## config.mk

```make
export PLATFORM = sky130hd
export DESIGN_NAME = pe_au_sched
export DESIGN_NICKNAME = d
export VERILOG_FILES = /design/src/rtl/pe_au_sched.sv
export SDC_FILE = /design/constraint.sdc
export NUM_CORES = 1
export LEC_CHECK = 0
export BUFFER_PORTS_ARGS = -buffer_cell sky130_fd_sc_hd__buf_4
export CAP_MARGIN = 10
export CORE_MARGIN = 2
export CORE_UTILIZATION = 31
export DETAILED_ROUTE_END_ITERATION = 10
export HOLD_SLACK_MARGIN = 0.15
export MAX_ROUTING_LAYER = met4
export SYNTH_ARGS = -nofsm -noshare
export SYNTH_HDL_FRONTEND = slang
export SYNTH_SLANG_ARGS = --single-unit
export TNS_END_PERCENT = 30
```

## constraint.sdc

```tcl
create_clock -name clock_i -period 2.13 [get_ports clock_i]
set_input_delay 0.5325 -clock clock_i [delete_from_list [all_inputs] [get_ports clock_i]]
set_output_delay 0.5325 -clock clock_i [all_outputs]
set_load 0.03 [all_outputs]
```

## src/rtl/pe_au_sched.sv

```systemverilog
// rtl/pe_au_sched.sv - FIOS PE DSP48E2 multiply-accumulate pass sequencer
// Optional cycle counter output: define PE_AU_SCHED_CYCCNT_EN.
module pe_au_sched #(
  parameter int S     = 8,
  parameter int ABREG = 1,
  parameter int MREG  = 1,
  parameter int CREG  = 1,
  localparam int IW   = $clog2(S + 1)
) (
  input  logic          clock_i,
  input  logic          reset_n_i,
  input  logic          start_i,
  output logic          busy_o,
  output logic          done_o,
  output logic [IW-1:0] a_idx_o,
  output logic [IW-1:0] b_idx_o,
  output logic          issue_o,
  output logic          t_rd_en_o,
  output logic [IW-1:0] t_rd_idx_o,
  output logic          t_zero_o,
  output logic [8:0]    OPMODE_o,
  output logic          CREG_en_o,
  output logic          wb_valid_o,
`ifdef PE_AU_SCHED_CYCCNT_EN
  output logic [31:0]   cyc_cnt_o,
`endif
  output logic [IW-1:0] wb_idx_o
);

  localparam int DRL      = 1 + ABREG + MREG;
  localparam int CTRL_DLY = ABREG + MREG - 1;
  localparam int T_DLY    = CTRL_DLY + 1 - CREG;

  localparam logic [IW-1:0] J_LAST = IW'(S);
  localparam logic [IW-1:0] I_LAST = IW'(S - 1);

  localparam logic [8:0] OP_MUL_C    = 9'h185;
  localparam logic [8:0] OP_MUL_C_PS = 9'h1E5;
  localparam logic [8:0] OP_C_PS     = 9'h1E0;

  if (S < DRL) begin : g_bad_s
    $error("pe_au_sched: S must be >= DSP_REG_LEVEL");
  end
  if (ABREG + MREG < 1) begin : g_bad_regs
    $error("pe_au_sched: ABREG+MREG must be >= 1");
  end

  typedef enum logic [1:0] {IDLE, RUN, DRAIN} state_t;

  state_t        state_q, state_d;
  // Stage k of the tag line carries the op issued k cycles ago; stage 0 is the issue register.
  logic [DRL:0]  pv_q, pv_d;
  logic [IW-1:0] pi_q [DRL+1];
  logic [IW-1:0] pi_d [DRL+1];
  logic [IW-1:0] pj_q [DRL+1];
  logic [IW-1:0] pj_d [DRL+1];
  logic          done_w;

  assign done_w = pv_q[DRL] && (pi_q[DRL] == I_LAST) && (pj_q[DRL] == J_LAST);

  always_comb begin
    state_d  = state_q;
    pv_d     = {pv_q[DRL-1:0], 1'b0};
    pi_d[0]  = pi_q[0];
    pj_d[0]  = pj_q[0];
    for (int k = 1; k <= DRL; k++) begin
      pi_d[k] = pi_q[k-1];
      pj_d[k] = pj_q[k-1];
    end
    case (state_q)
      IDLE: begin
        if (start_i) begin
          state_d = RUN;
          pv_d[0] = 1'b1;
          pi_d[0] = '0;
          pj_d[0] = '0;
        end
      end
      RUN: begin
        if (pi_q[0] == I_LAST && pj_q[0] == J_LAST) begin
          state_d = DRAIN;
        end else begin
          pv_d[0] = 1'b1;
          if (pj_q[0] == J_LAST) begin
            pj_d[0] = '0;
            pi_d[0] = pi_q[0] + 1'b1;
          end else begin
            pj_d[0] = pj_q[0] + 1'b1;
          end
        end
      end
      DRAIN: begin
        if (done_w) state_d = IDLE;
      end
      default: state_d = IDLE;
    endcase
  end

  always_ff @(posedge clock_i or negedge reset_n_i) begin
    if (!reset_n_i) begin
      state_q <= IDLE;
      pv_q    <= '0;
      for (int k = 0; k <= DRL; k++) begin
        pi_q[k] <= '0;
        pj_q[k] <= '0;
      end
    end else begin
      state_q <= state_d;
      pv_q    <= pv_d;
      for (int k = 0; k <= DRL; k++) begin
        pi_q[k] <= pi_d[k];
        pj_q[k] <= pj_d[k];
      end
    end
  end

`ifdef PE_AU_SCHED_CYCCNT_EN
  logic [31:0] cyc_cnt_q, cyc_cnt_d;

  always_comb begin
    cyc_cnt_d = cyc_cnt_q;
    if (state_q == IDLE && start_i) cyc_cnt_d = '0;
    else if (state_q != IDLE)       cyc_cnt_d = cyc_cnt_q + 32'd1;
  end

  always_ff @(posedge clock_i or negedge reset_n_i) begin
    if (!reset_n_i) cyc_cnt_q <= '0;
    else            cyc_cnt_q <= cyc_cnt_d;
  end

  assign cyc_cnt_o = cyc_cnt_q;
`endif

  assign busy_o  = (state_q != IDLE);
  assign done_o  = done_w;
  assign issue_o = pv_q[0];
  assign a_idx_o = pv_q[0] ? pj_q[0] : '0;
  assign b_idx_o = pv_q[0] ? pi_q[0] : '0;

  always_comb begin
    OPMODE_o = 9'h000;
    if (pv_q[CTRL_DLY]) begin
      if (pj_q[CTRL_DLY] == '0)         OPMODE_o = OP_MUL_C;
      else if (pj_q[CTRL_DLY] == J_LAST) OPMODE_o = OP_C_PS;
      else                               OPMODE_o = OP_MUL_C_PS;
    end
  end

  // Row 0 accumulates onto zero, so it never reads t.
  assign t_rd_en_o  = pv_q[T_DLY] && (pi_q[T_DLY] != '0);
  assign t_zero_o   = pv_q[T_DLY] && (pi_q[T_DLY] == '0);
  assign t_rd_idx_o = t_rd_en_o ? pj_q[T_DLY] : '0;
  assign CREG_en_o  = (CREG != 0) && pv_q[T_DLY];

  assign wb_valid_o = pv_q[DRL];
  assign wb_idx_o   = pv_q[DRL] ? pj_q[DRL] : '0;

endmodule

```

Word-level counts from Yosys, hierarchy flattened:

Cells that the tools add are included.

* word-level logic and storage cells: 59
* register bits: 38
* input bits: 3

* mux-type cells: 21
* reductions and logical operators: 14
* eq/ne operators: 12
* add/sub/neg operators: 2

Operators by type and width (number)
* two-way mux 4 bit: 9
* one-hot mux 4 bit (2 select lines): 2
* == test 4 bit (second input constant): 3
* inequality test 2 bit (second input constant): 5
* two-way mux 9 bit: 1
* adder 4 x 1 -> 4 bit (second input constant): 2
* == test 4 x 3 -> 1 bit (second input constant): 2
* logical NOT 4 bit: 2
* two-way mux 7 bit: 1
* two-way mux 2 bit: 3
* one-hot mux 2 bit (3 select lines): 1
* AND reduction 3 bit: 2
* logical AND 1 bit: 5
* AND reduction 4 bit: 1
* nonzero test 2 bit: 2
* nonzero test 4 bit: 1
* two-way mux 3 bit: 1
* == test 2 x 1 -> 1 bit (second input constant): 1
* == test 2 bit (second input constant): 1
* logical NOT 2 bit: 1
* two-way mux 1 bit: 2
* one-hot mux 1 bit (2 select lines): 1

Longest topological paths before layout:

Gate-level depths: netlist of run 1.

* depth after elaboration: 5
* mapped depth: 6
* gate-level depth less buffers: 5

Worst setup path after synthesis of run 1:

No wires, ideal clock.

* path type: reg-to-output
* start point: register pv_q[1]
* end point: output port OPMODE_o[2]
* data required time: 1597 ps
* path slack: -101 ps
* stages on the path, launching flop included: 3
* path buffers: 1
* arrival time: 1699 ps
* path through: dfrtp_1 -> a21boi_0 -> buf_4

* longest elaborated chain between the ends: 1

RTL lines
* start: declaration: line 52 `logic [DRL:0] pv_q, pv_d;`
* start signal: assignment: line 109 `pv_q <= pv_d;`
* two-way mux 9 bit: line 142 `if (pv_q[CTRL_DLY]) begin`
* end: declaration: line 21 `output logic [8:0] OPMODE_o,`

Every way passes these cells.

Final worst setup path of run 1:

* start point: register pj_q[0] in the netlist's numbering
* end point: output port done_o

* longest elaborated chain between the ends: 2

RTL lines
* start: declaration: line 55 `logic [IW-1:0] pj_q [DRL+1];`
* start signal: indexed assignment: line 112 `pj_q[k] <= pj_d[k];`
* == test 4 bit: line 59 `assign done_w = pv_q[DRL] && (pi_q[DRL] == I_LAST) && (pj_q[DRL] == J_LAST);`
* logical AND 1 bit: line 59
* end: declaration: line 14 `output logic done_o,`

Every way passes these cells.

==> impl_metrics.env, run 1 <==
export IMPL_status="finished clean"
export IMPL_netSwitchingFraction_pct=38.8
export IMPL_rsz0062_at_grt="no"
export IMPL_finalSetupViolCount=0
export IMPL_synth_cell_type_count=38
export IMPL_hp_class="input port to async pin"
export IMPL_antenna_found_initial=0
export IMPL_p_int_mw=1.93
export IMPL_dp_hpwl_um=1990
export IMPL_drv_cap=0
export IMPL_cts_sinks=38
export IMPL_clock_latency_ns=0.28
export IMPL_p_seq_share_pct=40.2
export IMPL_routedWlPerCell_um=12.4
export IMPL_grt_pass1_vias=991
export IMPL_avgViaCountPerCell=4.59
export IMPL_synthXorXnorAreaFrac_pct=0
export IMPL_synth_top_family_by_area="simple AND/OR/NAND/NOR gates"
export IMPL_mostFrequentLayoutCells="dfrtp_1 (38), buf_4 (31), and2_1 (16)"
export IMPL_cts_tree="built"
export IMPL_clkPwrFrac_pct=19.0
export IMPL_ant_nets=0
export IMPL_clock_fmax_mhz=496
export IMPL_drc=0
export IMPL_dieHeight_um=74.9
export IMPL_die_area_mm2=0.00562
export IMPL_synth_top_cell_area_share_pct=60.9
export IMPL_cp_required_ns=1.60
export IMPL_clkTransAtPathRegs_ns=0.06
export IMPL_drt_iter0_markers=29
export IMPL_grt_ovfl_total=0
export IMPL_hold_viol=0
export IMPL_synth_area_per_cell_um2=12.6
export IMPL_numPortBuffers=31
export IMPL_slew_viol_final=0
export IMPL_layout_nets=161
export IMPL_p_per_area_mw_per_mm2=1630
export IMPL_endpoint_kind="output pin"
export IMPL_wl_um=2760
export IMPL_boundaryPins=35
export IMPL_drive_above_1_share_pct=31.0
export IMPL_cts_hold_buf=0
export IMPL_syn_inst=124
export IMPL_yosysSeqAreaShare_pct=60.9
export IMPL_initial_core_util_pct=32.6
export IMPL_dr_pass1_iters=4
export IMPL_core_area_mm2=0.00479
export IMPL_synth_compound_area_share_pct=8.98
export IMPL_synth_area_leaders="dfrtp_1 (61%), and2_1 (6.4%), buf_4 (3.4%)"
export IMPL_cts_buffer_depth=2
export IMPL_cts_buffers=5
export IMPL_vias=1019
export IMPL_finClkSkew_ns=0.00601
export IMPL_pwr_share_comb_pct=40.8
export IMPL_synth_adder_area_share_pct=2.41
export IMPL_synthMuxAreaShare_pct=1.28
export IMPL_fin_hold_ws_ns=0.198
export IMPL_ys_ff_latch=38
export IMPL_dp_cells=215
export IMPL_grt_pass1_wl_um=4610
export IMPL_track_usage_pct=11.5
export IMPL_die_x_um=74.9
export IMPL_area_delta_synth_final_pct=24.0
export IMPL_p_sw_mw=1.22
export IMPL_p_leak_nw=0.885
export IMPL_yosys_area_top_type="dfrtp_1"
export IMPL_ys_warn_count=0
export IMPL_cts_htree_levels=2
export IMPL_std_cell_rows=25
export IMPL_min_period_over_period_pct=94.6
export IMPL_synthSimpleGateAreaFrac_pct=20.4
export IMPL_cts_setup_buffers=0
export IMPL_final_common_cell="dfrtp_1"
export IMPL_place_gp_congestion=0.747
export IMPL_cp_arrival_ns=1.48
export IMPL_fin_area_mm2=0.00193
export IMPL_synth_area_mm2=0.00156
export IMPL_start_kind="register"
export IMPL_root_buffer="clkbuf_8"
export IMPL_finalNonFillerCells=222
export IMPL_num_fill_cells=466
export IMPL_min_period_ns=2.02
export IMPL_path_max_fanout=2
export IMPL_diodes=0
export IMPL_grt_max_degree=39
export IMPL_ir_worst_vdd_mv=0.632
export IMPL_placed_area_mm2=0.00181
export IMPL_crit_type="register to output pin"
export IMPL_setup_tns_final_ns=0
==> power by group through the flow <==
stage                     Sequential (mW)  Combinational, mW  Clock (mW)
after floorplan                      1.20              0.915           0
after global placement               1.26               1.27           0
after detailed placement             1.28               1.30           0
after CTS                            1.27               1.30       0.617
after global routing                 1.32               1.39       0.647
final                                1.27               1.29       0.599
==> cells in the mapped netlist <==
cell type,count
dfrtp_1,38
and2_1,16
buf_4,7
nand2_1,7
inv_1,4
nand3_1,4
a21oi_1,3
ha_1,3
nand3b_1,3
a21boi_0,2
and3_1,2
and3b_2,2
buf_6,2
mux2i_1,2
nand2b_1,2
nand4_1,2
nor3b_1,2
nor4_1,2
o211ai_1,2
a211oi_2,1
a21o_1,1
a21oi_4,1
a221o_1,1
a22oi_1,1
a2bb2oi_1,1
and2_2,1
and4b_1,1
conb_1,1
nand4b_1,1
nor2b_1,1
nor2b_4,1
nor3_1,1
o21ai_0,1
o21ai_1,1
o21bai_2,1
o41a_1,1
or2_2,1
or3_1,1
==> final cells by class <==
| class | instances | area, um2 | area share (%) |
|---|---|---|---|
| Clock buffer | 6 | 82.6 | 4.27 |
| Clock inverter | 1 | 30.0 | 1.55 |
| Inverter | 4 | 15.0 | 0.776 |
| Multi-Input combinational cell | 75 | 539 | 27.9 |
| Sequential cell | 38 | 951 | 49.2 |
| Tap cell | 67 | 83.8 | 4.33 |
| Timing Repair Buffer | 31 | 233 | 12.0 |
==> sequential cells by signal (all words and copies together) (netlist names) <==
name     count
pi_d        12
pi_q         4
pj_d        12
pj_q         4
pv_q         4
state_q      2
==> cells by family after synthesis <==
group,count (synthesis)
AO/OA/AOI/OAI,17
adder cells (fa/ha/maj),3
buffers and inverters,13
flip-flops,38
multiplexers,2
other,1
AND/OR/NAND/NOR,50
==> layer usage <==
layer	global-route usage, %	wire length [um]	up-vias
met3	3.48	118	6
met5	-	0	-
li1	-	-	479
met2	17.8	1440	33
met1	13.5	1150	501
met4	5.56	48	0
==> through the flow <==
step                      setup slack, ns  util [%]  total power, mW
after detailed placement            0.273      37.8             2.57
after floorplan                   -0.0783         -             2.12
final                               0.115      40.4             3.15
after global routing               0.0195      40.4             3.36
after global placement              0.257      37.8             2.54
after CTS                          0.0742      40.4             3.20
==> critical path, cell delays in order (launching register included) <==
cell and delay [ns]:
dfrtp_1 0.37, nand4b_1 0.19, nor4_2 0.40, buf_4 0.24
==> worst paths after layout <==
check,from,slack (ns),cells after the start,endpoint
max reg2reg,pi_d[8],0.50,4,pi_d[9]
min reg2reg,pv_q[2],0.35,0,pv_q[3]
min in group clock_i,pv_q[2],0.35,0,pv_q[3]
max,pj_q[0],0.11,3,done_o
max in group asynchronous,reset_n_i,1.62,1,pj_q[2]
min,reset_n_i,0.20,1,pj_q[0]
==> timing repair <==
action | 4_1_cts | 5_1_grt
endpoints found under the hold margin | 0 | 0
resized for setup | 2 | 0
setup endpoints to repair | 5 | 0
No activity file was read; power rests on OpenSTA's default activity.
==> run 2, diff against run 1 <==
--- a/config.mk
+++ b/config.mk
@@ -12,6 +12,7 @@
 export DETAILED_ROUTE_END_ITERATION = 10
 export HOLD_SLACK_MARGIN = 0.15
 export MAX_ROUTING_LAYER = met4
+export PLACE_DENSITY = 0.62
 export SYNTH_ARGS = -nofsm -noshare
 export SYNTH_HDL_FRONTEND = slang
 export SYNTH_SLANG_ARGS = --single-unit
==> impl_metrics.env, run 2 (synthesis results as in run 1) <==
export IMPL_placed_area_mm2=0.00181
export IMPL_drc=0
export IMPL_core_area_mm2=0.00479
export IMPL_slew_viol_final=0
export IMPL_grt_max_degree=39
export IMPL_timing_critical_path_buf_inv=1
export IMPL_mostFrequentLayoutCells="dfrtp_1 (38), buf_4 (31), and2_1 (16)"
export IMPL_slowest_stage="dfrtp_1"
export IMPL_crit_type="register to output pin"
export IMPL_grt_pass1_vias=1014
export IMPL_boundaryPins=35
export IMPL_cts_setup_buffers=0
export IMPL_drive_above_1_share_pct=31.0
export IMPL_min_period_over_period_pct=94.8
export IMPL_track_usage_pct=12.1
export IMPL_die_area_mm2=0.00562
export IMPL_finalSetupViolCount=0
export IMPL_setup_tns_final_ns=0
export IMPL_cts_hold_buf=0
export IMPL_grt_ovfl_total=0
export IMPL_drt_iter0_markers=73
export IMPL_vias=1030
export IMPL_postLayoutCoreUtil_pct=39.9
export IMPL_avgViaCountPerCell=4.64
export IMPL_initial_core_util_pct=32.6
export IMPL_die_x_um=74.9
export IMPL_ant_nets=0
export IMPL_clock_latency_ns=0.28
export IMPL_dr_pass1_iters=4
export IMPL_layout_nets=161
export IMPL_cts_buffers=5
export IMPL_fin_hold_ws_ns=0.206
export IMPL_critPathTopFamily="simple AND/OR/NAND/NOR gates"
export IMPL_std_cell_rows=25
export IMPL_min_period_ns=2.02
export IMPL_path_max_fanout=5
export IMPL_pre_cts_ws_ns=0.278
export IMPL_crit_chain="nor4_4 > nor2b_1 > and2_1 > buf_4"
export IMPL_finalNonFillerCells=222
export IMPL_finClkSkew_ns=0.00160
export IMPL_total_power_mw=3.05
export IMPL_start_kind="register"
export IMPL_root_buffer="clkbuf_8"
export IMPL_cts_buffer_depth=2
export IMPL_cts_tree="built"
export IMPL_diodes=0
export IMPL_clock_fmax_mhz=495
export IMPL_hold_viol=0
export IMPL_area_delta_synth_final_pct=22.4
export IMPL_wl_um=2910
export IMPL_drv_cap=0
export IMPL_dieHeight_um=74.9
export IMPL_ir_worst_vdd_mv=0.453
export IMPL_endpoint_kind="output pin"
export IMPL_routedWlPerCell_um=13.1
export IMPL_numPortBuffers=31
export IMPL_antenna_found_initial=0
export IMPL_cts_htree_levels=2
export IMPL_p_leak_nw=0.873
export IMPL_dp_cells=215
export IMPL_place_gp_congestion=0.820
export IMPL_status="finished clean"
export IMPL_clkTransAtPathRegs_ns=0.07
export IMPL_grt_pass1_wl_um=4770
export IMPL_fin_area_mm2=0.00191
export IMPL_cts_sinks=38
export IMPL_setup_ws_ns=0.111
export IMPL_hp_class="input port to async pin"
export IMPL_p_per_area_mw_per_mm2=1600
export IMPL_cp_required_ns=1.60
export IMPL_rsz0062_at_grt="no"
export IMPL_final_common_cell="dfrtp_1"
export IMPL_cp_slowest_stage_delay_ns=0.41
export IMPL_cp_arrival_ns=1.49
export IMPL_dp_hpwl_um=2090
## run 2: final timing paths
kind,startpoint,to,slack [ns],depth (start not counted)
setup / recovery,pi_d[5],t_rd_idx_o[2],0.11,4
hold / removal,reset_n_i,pj_q[3],0.21,1
setup reg to reg,pi_d[8],pi_d[9],0.51,4
hold reg to reg,pj_d[2],pj_q[2],0.35,0
max in group asynchronous,reset_n_i,pj_d[9],1.60,1
min in group clock_i,pj_d[2],pj_q[2],0.35,0
## run 2: where the power goes
group	internal, mW	switching, mW
Combinational	0.537	0.770
Sequential	1.03	0.263
Clock	0.219	0.232
## run 2: metal layers
layer,up-vias,share of wire (%),GRT usage [%]
met5,-,0,-
met4,0,2.2,5.75
met3,8,4.1,4.95
met2,25,53,19.0
met1,520,41,13.4
li1,477,-,-
## run 2: repair_timing
item / CTS / global route
setup endpoints to repair: 5 / 4
resized for setup: 2 / 1
gates cloned: 0 / 0
## run 2: area by class of cell
type                    instances  area [um2]
clock buffers                   5        68.8
flip-flops and latches         38         951
repair buffers                 31         233
inverters                       4        15.0
fillers                       445        2880
multi-input cells              75         548
well taps                      67        83.8
clock inverters                 2        10.0
